==> src/rtl/lw_hmac_feeder.sv <==
// Host-side feeder for the lightweight HMAC/SHA core: buffers message words, streams
// the key buffer and message with start/last framing, then returns the digest to the host.
module lw_hmac_feeder #(
    parameter int WORD_SIZE    = 32,
    parameter int FIFO_DEPTH   = 8,
    parameter int DIGEST_WORDS = 8
) (
    input  logic                     clk_i,
    input  logic                     aresetn_i,
    input  logic                     cmd_valid_i,
    input  logic [1:0]               cmd_opcode_i,
    input  logic [15:0]              cmd_len_i,
    input  logic                     cmd_new_key_i,
    output logic                     cmd_ready_o,
    input  logic                     msg_valid_i,
    input  logic [WORD_SIZE-1:0]     msg_data_i,
    output logic                     msg_ready_o,
    input  logic                     key_wr_i,
    input  logic [3:0]               key_addr_i,
    input  logic [WORD_SIZE-1:0]     key_wdata_i,
    input  logic                     abort_i,
    output logic                     start_o,
    output logic                     last_o,
    output logic                     data_valid_o,
    output logic [WORD_SIZE-1:0]     data_o,
    output logic [1:0]               opcode_o,
    output logic [WORD_SIZE-1:0]     key_o,
    output logic                     key_valid_o,
    output logic                     new_key_o,
    output logic                     abort_o,
    input  logic                     ready_i,
    input  logic                     key_ready_i,
    input  logic                     core_ready_i,
    input  logic                     done_i,
    input  logic [8*WORD_SIZE-1:0]   hash_i,
    output logic                     dig_valid_o,
    output logic [WORD_SIZE-1:0]     dig_data_o,
    input  logic                     dig_ready_i,
    output logic                     busy_o,
    output logic                     err_o,
    output logic [2:0]               dbg_state_o
);

    // Handshakes: a word moves on a cycle where its valid and the matching ready are both
    // high at the rising edge; valid never waits on ready, and start_o is never a transfer.

    localparam int AW = $clog2(FIFO_DEPTH);
    localparam logic [AW:0] PTR_ONE = 1;
    localparam logic [WORD_SIZE-1:0] KEY_RST = {(WORD_SIZE/2){2'b01}};
    localparam logic [2:0] DIG_LAST = 3'(DIGEST_WORDS - 1);

    typedef enum logic [2:0] {
        S_IDLE  = 3'd0,
        S_START = 3'd1,
        S_KEY   = 3'd2,
        S_DATA  = 3'd3,
        S_WAIT  = 3'd4,
        S_DRAIN = 3'd5
    } state_t;

    state_t               r_state;
    state_t               w_next;
    logic [WORD_SIZE-1:0] r_fifo [FIFO_DEPTH];
    logic [AW:0]          r_wptr;
    logic [AW:0]          r_rptr;
    logic [WORD_SIZE-1:0] r_key_buf [16];
    logic [WORD_SIZE-1:0] r_digest [8];
    logic [1:0]           r_opcode;
    logic                 r_new_key;
    logic [15:0]          r_rem;
    logic [3:0]           r_kidx;
    logic [2:0]           r_didx;
    logic                 r_err;

    logic                 w_empty;
    logic                 w_full;
    logic                 w_push;
    logic                 w_pop;
    logic                 w_flush;
    logic                 w_accept;
    logic                 w_err_set;
    logic                 w_key_xfer;
    logic                 w_dig_xfer;
    logic                 w_capture;
    logic [WORD_SIZE-1:0] w_head;

    assign w_empty     = (r_wptr == r_rptr);
    assign w_full      = (r_wptr[AW] != r_rptr[AW]) && (r_wptr[AW-1:0] == r_rptr[AW-1:0]);
    assign w_head      = r_fifo[r_rptr[AW-1:0]];
    assign w_push      = msg_valid_i && !w_full && !w_flush;
    assign msg_ready_o = !w_full;
    assign cmd_ready_o = (r_state == S_IDLE);
    assign busy_o      = (r_state != S_IDLE);
    assign err_o       = r_err;
    assign dbg_state_o = r_state;

    always_comb begin
        w_next       = r_state;
        w_accept     = 1'b0;
        w_err_set    = 1'b0;
        w_flush      = 1'b0;
        w_pop        = 1'b0;
        w_key_xfer   = 1'b0;
        w_dig_xfer   = 1'b0;
        w_capture    = 1'b0;
        start_o      = 1'b0;
        last_o       = 1'b0;
        data_valid_o = 1'b0;
        data_o       = '0;
        opcode_o     = '0;
        new_key_o    = 1'b0;
        key_valid_o  = 1'b0;
        key_o        = '0;
        abort_o      = 1'b0;
        dig_valid_o  = 1'b0;
        dig_data_o   = '0;
        // A host abort outranks an early done, and both cancel any transfer this cycle.
        if (r_state != S_IDLE && abort_i) begin
            abort_o = 1'b1;
            w_flush = 1'b1;
            w_next  = S_IDLE;
        end else if ((r_state == S_START || r_state == S_KEY || r_state == S_DATA) && done_i) begin
            abort_o   = 1'b1;
            w_flush   = 1'b1;
            w_err_set = 1'b1;
            w_next    = S_IDLE;
        end else begin
            case (r_state)
                S_IDLE: begin
                    if (cmd_valid_i) begin
                        if (cmd_len_i == 16'd0) begin
                            w_err_set = 1'b1;
                        end else begin
                            w_accept = 1'b1;
                            w_next   = S_START;
                        end
                    end
                end
                S_START: begin
                    if (core_ready_i && !w_empty) begin
                        start_o      = 1'b1;
                        data_valid_o = 1'b1;
                        data_o       = w_head;
                        opcode_o     = r_opcode;
                        new_key_o    = r_new_key;
                        w_next       = (r_opcode[0] && r_new_key) ? S_KEY : S_DATA;
                    end
                end
                S_KEY: begin
                    key_valid_o = 1'b1;
                    key_o       = r_key_buf[r_kidx];
                    if (key_ready_i) begin
                        w_key_xfer = 1'b1;
                        if (r_kidx == 4'd0) begin
                            w_next = S_DATA;
                        end
                    end
                end
                S_DATA: begin
                    if (!w_empty) begin
                        data_valid_o = 1'b1;
                        data_o       = w_head;
                        last_o       = (r_rem == 16'd1);
                        if (ready_i) begin
                            w_pop = 1'b1;
                            if (r_rem == 16'd1) begin
                                w_next = S_WAIT;
                            end
                        end
                    end
                end
                S_WAIT: begin
                    if (done_i) begin
                        w_capture = 1'b1;
                        w_next    = S_DRAIN;
                    end
                end
                S_DRAIN: begin
                    dig_valid_o = 1'b1;
                    dig_data_o  = r_digest[r_didx];
                    if (dig_ready_i) begin
                        w_dig_xfer = 1'b1;
                        if (r_didx == DIG_LAST) begin
                            w_next = S_IDLE;
                        end
                    end
                end
                default: w_next = S_IDLE;
            endcase
        end
    end

    always_ff @(posedge clk_i or negedge aresetn_i) begin
        if (!aresetn_i) begin
            r_state <= S_IDLE;
        end else begin
            r_state <= w_next;
        end
    end

    always_ff @(posedge clk_i or negedge aresetn_i) begin
        if (!aresetn_i) begin
            r_wptr <= '0;
            r_rptr <= '0;
        end else if (w_flush) begin
            r_wptr <= '0;
            r_rptr <= '0;
        end else begin
            if (w_push) r_wptr <= r_wptr + PTR_ONE;
            if (w_pop)  r_rptr <= r_rptr + PTR_ONE;
        end
    end

    always_ff @(posedge clk_i) begin
        if (w_push) begin
            r_fifo[r_wptr[AW-1:0]] <= msg_data_i;
        end
    end

    always_ff @(posedge clk_i or negedge aresetn_i) begin
        if (!aresetn_i) begin
            for (int i = 0; i < 16; i++) r_key_buf[i] <= KEY_RST;
        end else if (key_wr_i && r_state == S_IDLE) begin
            r_key_buf[key_addr_i] <= key_wdata_i;
        end
    end

    always_ff @(posedge clk_i or negedge aresetn_i) begin
        if (!aresetn_i) begin
            for (int i = 0; i < 8; i++) r_digest[i] <= '0;
        end else if (w_capture) begin
            for (int i = 0; i < 8; i++) r_digest[i] <= hash_i[i*WORD_SIZE +: WORD_SIZE];
        end
    end

    always_ff @(posedge clk_i or negedge aresetn_i) begin
        if (!aresetn_i) begin
            r_opcode  <= '0;
            r_new_key <= 1'b0;
            r_rem     <= '0;
            r_kidx    <= '0;
            r_didx    <= '0;
            r_err     <= 1'b0;
        end else begin
            if (w_accept) begin
                r_opcode  <= cmd_opcode_i;
                r_new_key <= cmd_new_key_i;
                r_rem     <= cmd_len_i;
                r_kidx    <= 4'd15;
                r_err     <= 1'b0;
            end else if (w_err_set) begin
                r_err <= 1'b1;
            end
            if (w_pop)      r_rem  <= r_rem - 16'd1;
            if (w_key_xfer) r_kidx <= r_kidx - 4'd1;
            if (w_capture)  r_didx <= 3'd0;
            if (w_dig_xfer) r_didx <= r_didx + 3'd1;
        end
    end

endmodule

==> config.mk <==
export PLATFORM = sky130hd
export DESIGN_NAME = lw_hmac_feeder
export DESIGN_NICKNAME = d
export VERILOG_FILES = /design/src/rtl/lw_hmac_feeder.sv
export SDC_FILE = /design/constraint.sdc
export NUM_CORES = 1
export LEC_CHECK = 0
export BUFFER_PORTS_ARGS = -buffer_cell sky130_fd_sc_hd__buf_2
export CELL_PAD_IN_SITES_DETAIL_PLACEMENT = 0
export CELL_PAD_IN_SITES_GLOBAL_PLACEMENT = 1
export CORE_ASPECT_RATIO = 1.5
export CORE_MARGIN = 8
export CORE_UTILIZATION = 40
export CTS_BUF_LIST = sky130_fd_sc_hd__clkbuf_4 sky130_fd_sc_hd__clkbuf_8
export CTS_CLUSTER_DIAMETER = 40
export DETAILED_ROUTE_END_ITERATION = 8
export PLACE_DENSITY_LB_ADDON = 0.2
export SKIP_CTS_REPAIR_TIMING = 1
export SLEW_MARGIN = 15
export SYNTH_ARGS = -nofsm -noshare
export SYNTH_HDL_FRONTEND = slang
export SYNTH_SLANG_ARGS = --single-unit
==> constraint.sdc <==
create_clock -name clk_i -period 8.05 [get_ports clk_i]
set_input_delay 0 -clock clk_i [delete_from_list [all_inputs] [get_ports clk_i]]
set_output_delay 0 -clock clk_i [all_outputs]
set_load 0.02 [all_outputs]
==> results.md <==
Global route:
- Across every metal layer, demand over resource in global routing totals 20.4%.
- The initial antenna violation count was 39.
- The remaining global-route overflow is 0.
- The global-route wire length before repair is 197 mm.
- The number of global-route vias before repair came to 30,400.
- Entering global routing, the biggest net connects 211 pins.

Setup path:
- STA puts the critical path data required time at 8.80 ns.
- The type of element launching the critical path is a flip-flop.
- The peak per-stage delay on the critical path is 0.76 ns.
- The cell with the most instances on the worst path is sky130_fd_sc_hd__dlygate4sd3_1.
- Walking the worst path, the cells encountered are or4b_1, a41oi_1, nand4_1, o32ai_1, dlygate4sd3_1, a31oi_1, dlygate4sd3_1.
- STA classifies the critical path endpoint as a flip-flop.
- The library cell contributing the largest single delay on the critical path is sky130_fd_sc_hd__a41oi_1.
- The launch point of the critical path is dbg_state_o[2].
- The critical-path maximum fanout is 16.
- The worst endpoint data arrival time is 4.79 ns.
- The classification of the worst setup path is flip-flop to flip-flop.
- The startpoint of the lowest-slack register-to-register path is dbg_state_o[2].

Finish:
- For this run, the post-layout net count is 4,319.
- In the final layout, the share of cells above drive strength 1 is 52.6%.
- The non-filler instance count after layout is 5,695.
- In the layout the commonest cells are sky130_fd_sc_hd__mux2_2, sky130_fd_sc_hd__dlygate4sd3_1, sky130_fd_sc_hd__dfrtp_1.
- The flip-flop and latch area is 28,200 um2.
- The post-layout instance area is 61,600 um2.
- The layout has 9,636 filler cells.
- From synthesis to final layout, the design area changed by 31.3%.
- The area taken by multi-input logic gates is 17,900 um2.
- The most common library cell in the layout ignoring fill and taps is sky130_fd_sc_hd__mux2_2.

Yosys:
- The number of distinct standard cells referenced by the synthesized netlist is 62.
- The portion of the post-synthesis area used by sequential elements is 60.0%.
- Synthesis produced a netlist whose cell count is 2,803.
- The synthesized design contains 1,062 register bits.
- The cell area after synthesis is 46,900 um2.
- Sorting the synthesized cells by area gives the leading types as sky130_fd_sc_hd__dfrtp_1, sky130_fd_sc_hd__mux2_2, sky130_fd_sc_hd__edfxtp_1.
- The largest total area in the synthesized netlist belongs to sky130_fd_sc_hd__dfrtp_1.
- The average size of a mapped cell is 16.7 um2.
- The most common flop cell mapped by yosys is sky130_fd_sc_hd__dfrtp_1.
- Yosys printed 0 warnings.
- The share of flip-flops with an asynchronous set or reset is 75.9%.
- Counting flops with a built-in enable in the synthesized netlist gives 256.
- The synthesized netlist net count is 3,164.
- The area fraction of the dominant cell type after synthesis is 29.3%.

Timing:
- The tightest hold margin is 0.0397 ns.
- The post-route minimum period is 4.04 ns.
- Between clock sinks in the finished design, the worst skew comes to 0.0396 ns.
- The final critical path takes up 50.2% of the cycle.
- Measured against its own limit, the worst slew margin works out to 18.6%.
- After layout, the worst setup slack is 4.01 ns.
- At the pin with the least slew margin, the transition time is 1.22 ns.
- Setup violations remaining at the end of the flow were counted as 0.
- Setup repair after global routing left no endpoint under its margin.
- The final hold violation count is 0.
- The number of max-slew violations in the final report came to 0.
- Derived from the worst setup path, the maximum achievable clock frequency is 0.247 GHz.
- The setup TNS is 0 ns.

Placed design:
- The placed instances occupy a cell area of 50,900 um2.
- Routability-driven placement finished with a final weighted congestion of 0.837.
- The number of I/O port buffers is 465.
- The setup slack at placement is 4.63 ns.
- Including well taps, the total number of placed cells is 4,668.
- After legalization and detailed placement, the total HPWL measured 86.4 mm.

Die:
- 466 I/O pins were placed.
- The placeable core area is 117,000 um2.
- The placement row count is 154.
- The die covers 129,000 um2.
- From bottom edge to top edge, the die measures 436 um.
- The initial utilization of the core area, before any placement, comes to 40.1%.
- The horizontal extent of the die is 296 um.

CTS:
- In this run, CTS created clock tree buffers numbering 171.
- The CTS root buffer is sky130_fd_sc_hd__clkbuf_8.
- The maximum buffer depth of the clock tree is 3.
- CTS built an H-tree with a depth of 4.
- TritonCTS built the clock tree.
- The clock net in this run drives a total of 1,062 sinks.
- After clock tree synthesis, the clock-pin slew on the worst setup and hold paths is 0.07 ns.
- At the later pin of the worst-skew pair, clock insertion delay measures 0.87 ns.

Power:
- IR analysis of the VDD net gives a maximum drop of 0.000147 V.
- The leakage power is 26.4 nW.
- The power density normalized to cell area is 266 nW/um2.

Route:
- The number of detailed-routing iterations run before antenna repair is 5.
- The met2 wirelength from detailed routing is 72.9 mm.
- Wire segments on met3 add up to 7.73 mm in the final route.
- The DRC violations left is 0.
- The initial DRC count is 1,564.
- The routed layout has 30,000 vias.
- Dividing the detail-routed wire length by the instance count gives 24.5 um.
- In the routed layout, each cell is associated on average with a via count of 5.27.
- The highest layer touched by signal routing is met5.
- The wire length after detailed routing is 140 mm.
- In the final routing, the length of wire on met1 measures 54.3 mm.
- The number of nets still failing antenna checks after routing is 0.

Hold path:
- The startpoint identified for the worst hold timing path is hash_i[39].
- The path category of the worst min-delay check is input pin to flip-flop.

Flow run:
- The tool flagged a number of max-cap violations equal to 0.

Status:
- The run finished with clean final reports.
-- cells by family after synthesis --
group	Yosys count	share of synthesized area (%)
fa+ha+maj	7	0.187
buf+inv	232	2.14
compound gates	106	1.62
simple gates	252	2.68
flops	1062	60.0
mux	1134	33.2
xor+xnor	10	0.187
-- area by class of cell --
type                            count  area share (%)
Antenna cell                       32           0.130
Clock buffer                      265            5.28
Clock inverter                     53           0.893
Inverter                           22           0.134
Multi-Input combinational cell   1509            29.0
Sequential cell                  1062            45.8
Tap cell                         1560            3.17
Timing Repair Buffer             1192            15.6
-- cells in the mapped netlist, types with 6 or more instances --
library cell / n
sky130_fd_sc_hd__a21oi_1: 23
sky130_fd_sc_hd__a221oi_1: 19
sky130_fd_sc_hd__a22oi_1: 9
sky130_fd_sc_hd__and2_1: 29
sky130_fd_sc_hd__buf_1: 43
sky130_fd_sc_hd__buf_2: 51
sky130_fd_sc_hd__buf_4: 8
sky130_fd_sc_hd__clkbuf_1: 102
sky130_fd_sc_hd__dfrtp_1: 550
sky130_fd_sc_hd__dfstp_2: 256
sky130_fd_sc_hd__edfxtp_1: 256
sky130_fd_sc_hd__ha_1: 7
sky130_fd_sc_hd__inv_1: 21
sky130_fd_sc_hd__mux2_2: 765
sky130_fd_sc_hd__mux2i_1: 104
sky130_fd_sc_hd__mux4_2: 261
sky130_fd_sc_hd__nand2_1: 47
sky130_fd_sc_hd__nand3_1: 14
sky130_fd_sc_hd__nand4_1: 10
sky130_fd_sc_hd__nor2_1: 91
sky130_fd_sc_hd__nor3_1: 11
sky130_fd_sc_hd__nor4_1: 8
sky130_fd_sc_hd__o211ai_1: 13
sky130_fd_sc_hd__o21ai_0: 9
sky130_fd_sc_hd__o21bai_1: 10
sky130_fd_sc_hd__or3_1: 8
sky130_fd_sc_hd__xnor2_1: 6
-- power breakdown --
group	internal [W]	total (W)	switching (W)
Clock	0.00286	0.00510	0.00223
Sequential	0.00734	0.00811	0.000762
Combinational	0.00203	0.00322	0.00119
Total	0.0122	0.0164	0.00418
-- path summary, 6_finish.rpt --
kind                                  end  slack, ns  depth (start not counted)
min                         r_digest[199]       0.04                          3
max in group asynchronous     r_digest[2]       5.80                          5
min reg2reg                r_key_buf[357]       0.49                          1
max reg2reg                      r_rem[5]       4.01                          7
max                              r_rem[5]       4.01                          7
min in group asynchronous  r_key_buf[425]       0.24                          3
-- per-layer routing --
| metal | vias up | track usage (%) |
|---|---|---|
| met5 | - | 0 |
| met3 | 270 | 6.55 |
| met1 | 15800 | 23.9 |
| met4 | 10 | 7.71 |
| met2 | 917 | 34.8 |
| li1 | 13000 | - |
-- critical path, delay by kind of cell (launching register included) --
family | cells | cell delay, ns
and+or+nand+nor | 2 | 1.05
DFF | 1 | 0.55
AOI/OAI and AO/OA | 3 | 1.14
buffers and inverters | 2 | 1.18
-- per-stage QoR --
step | utilization (%) | power, W
floorplan | - | 0.0101
global placement | 43.5 | 0.0109
detailed placement | 43.5 | 0.0111
CTS | 46.8 | 0.0162
global route | 52.7 | 0.0172
finish | 52.7 | 0.0164
-- flip-flops by register name, indices dropped and copies added, names as in the netlist --
signal	flops
r_didx	3
dbg_state_o	3
r_new_key	1
r_digest	256
r_kidx	4
r_opcode	2
r_wptr	4
r_rptr	4
r_rem	16
r_key_buf	512
err_o	1
r_fifo	256
No activity file was read; power rests on OpenSTA's default activity.
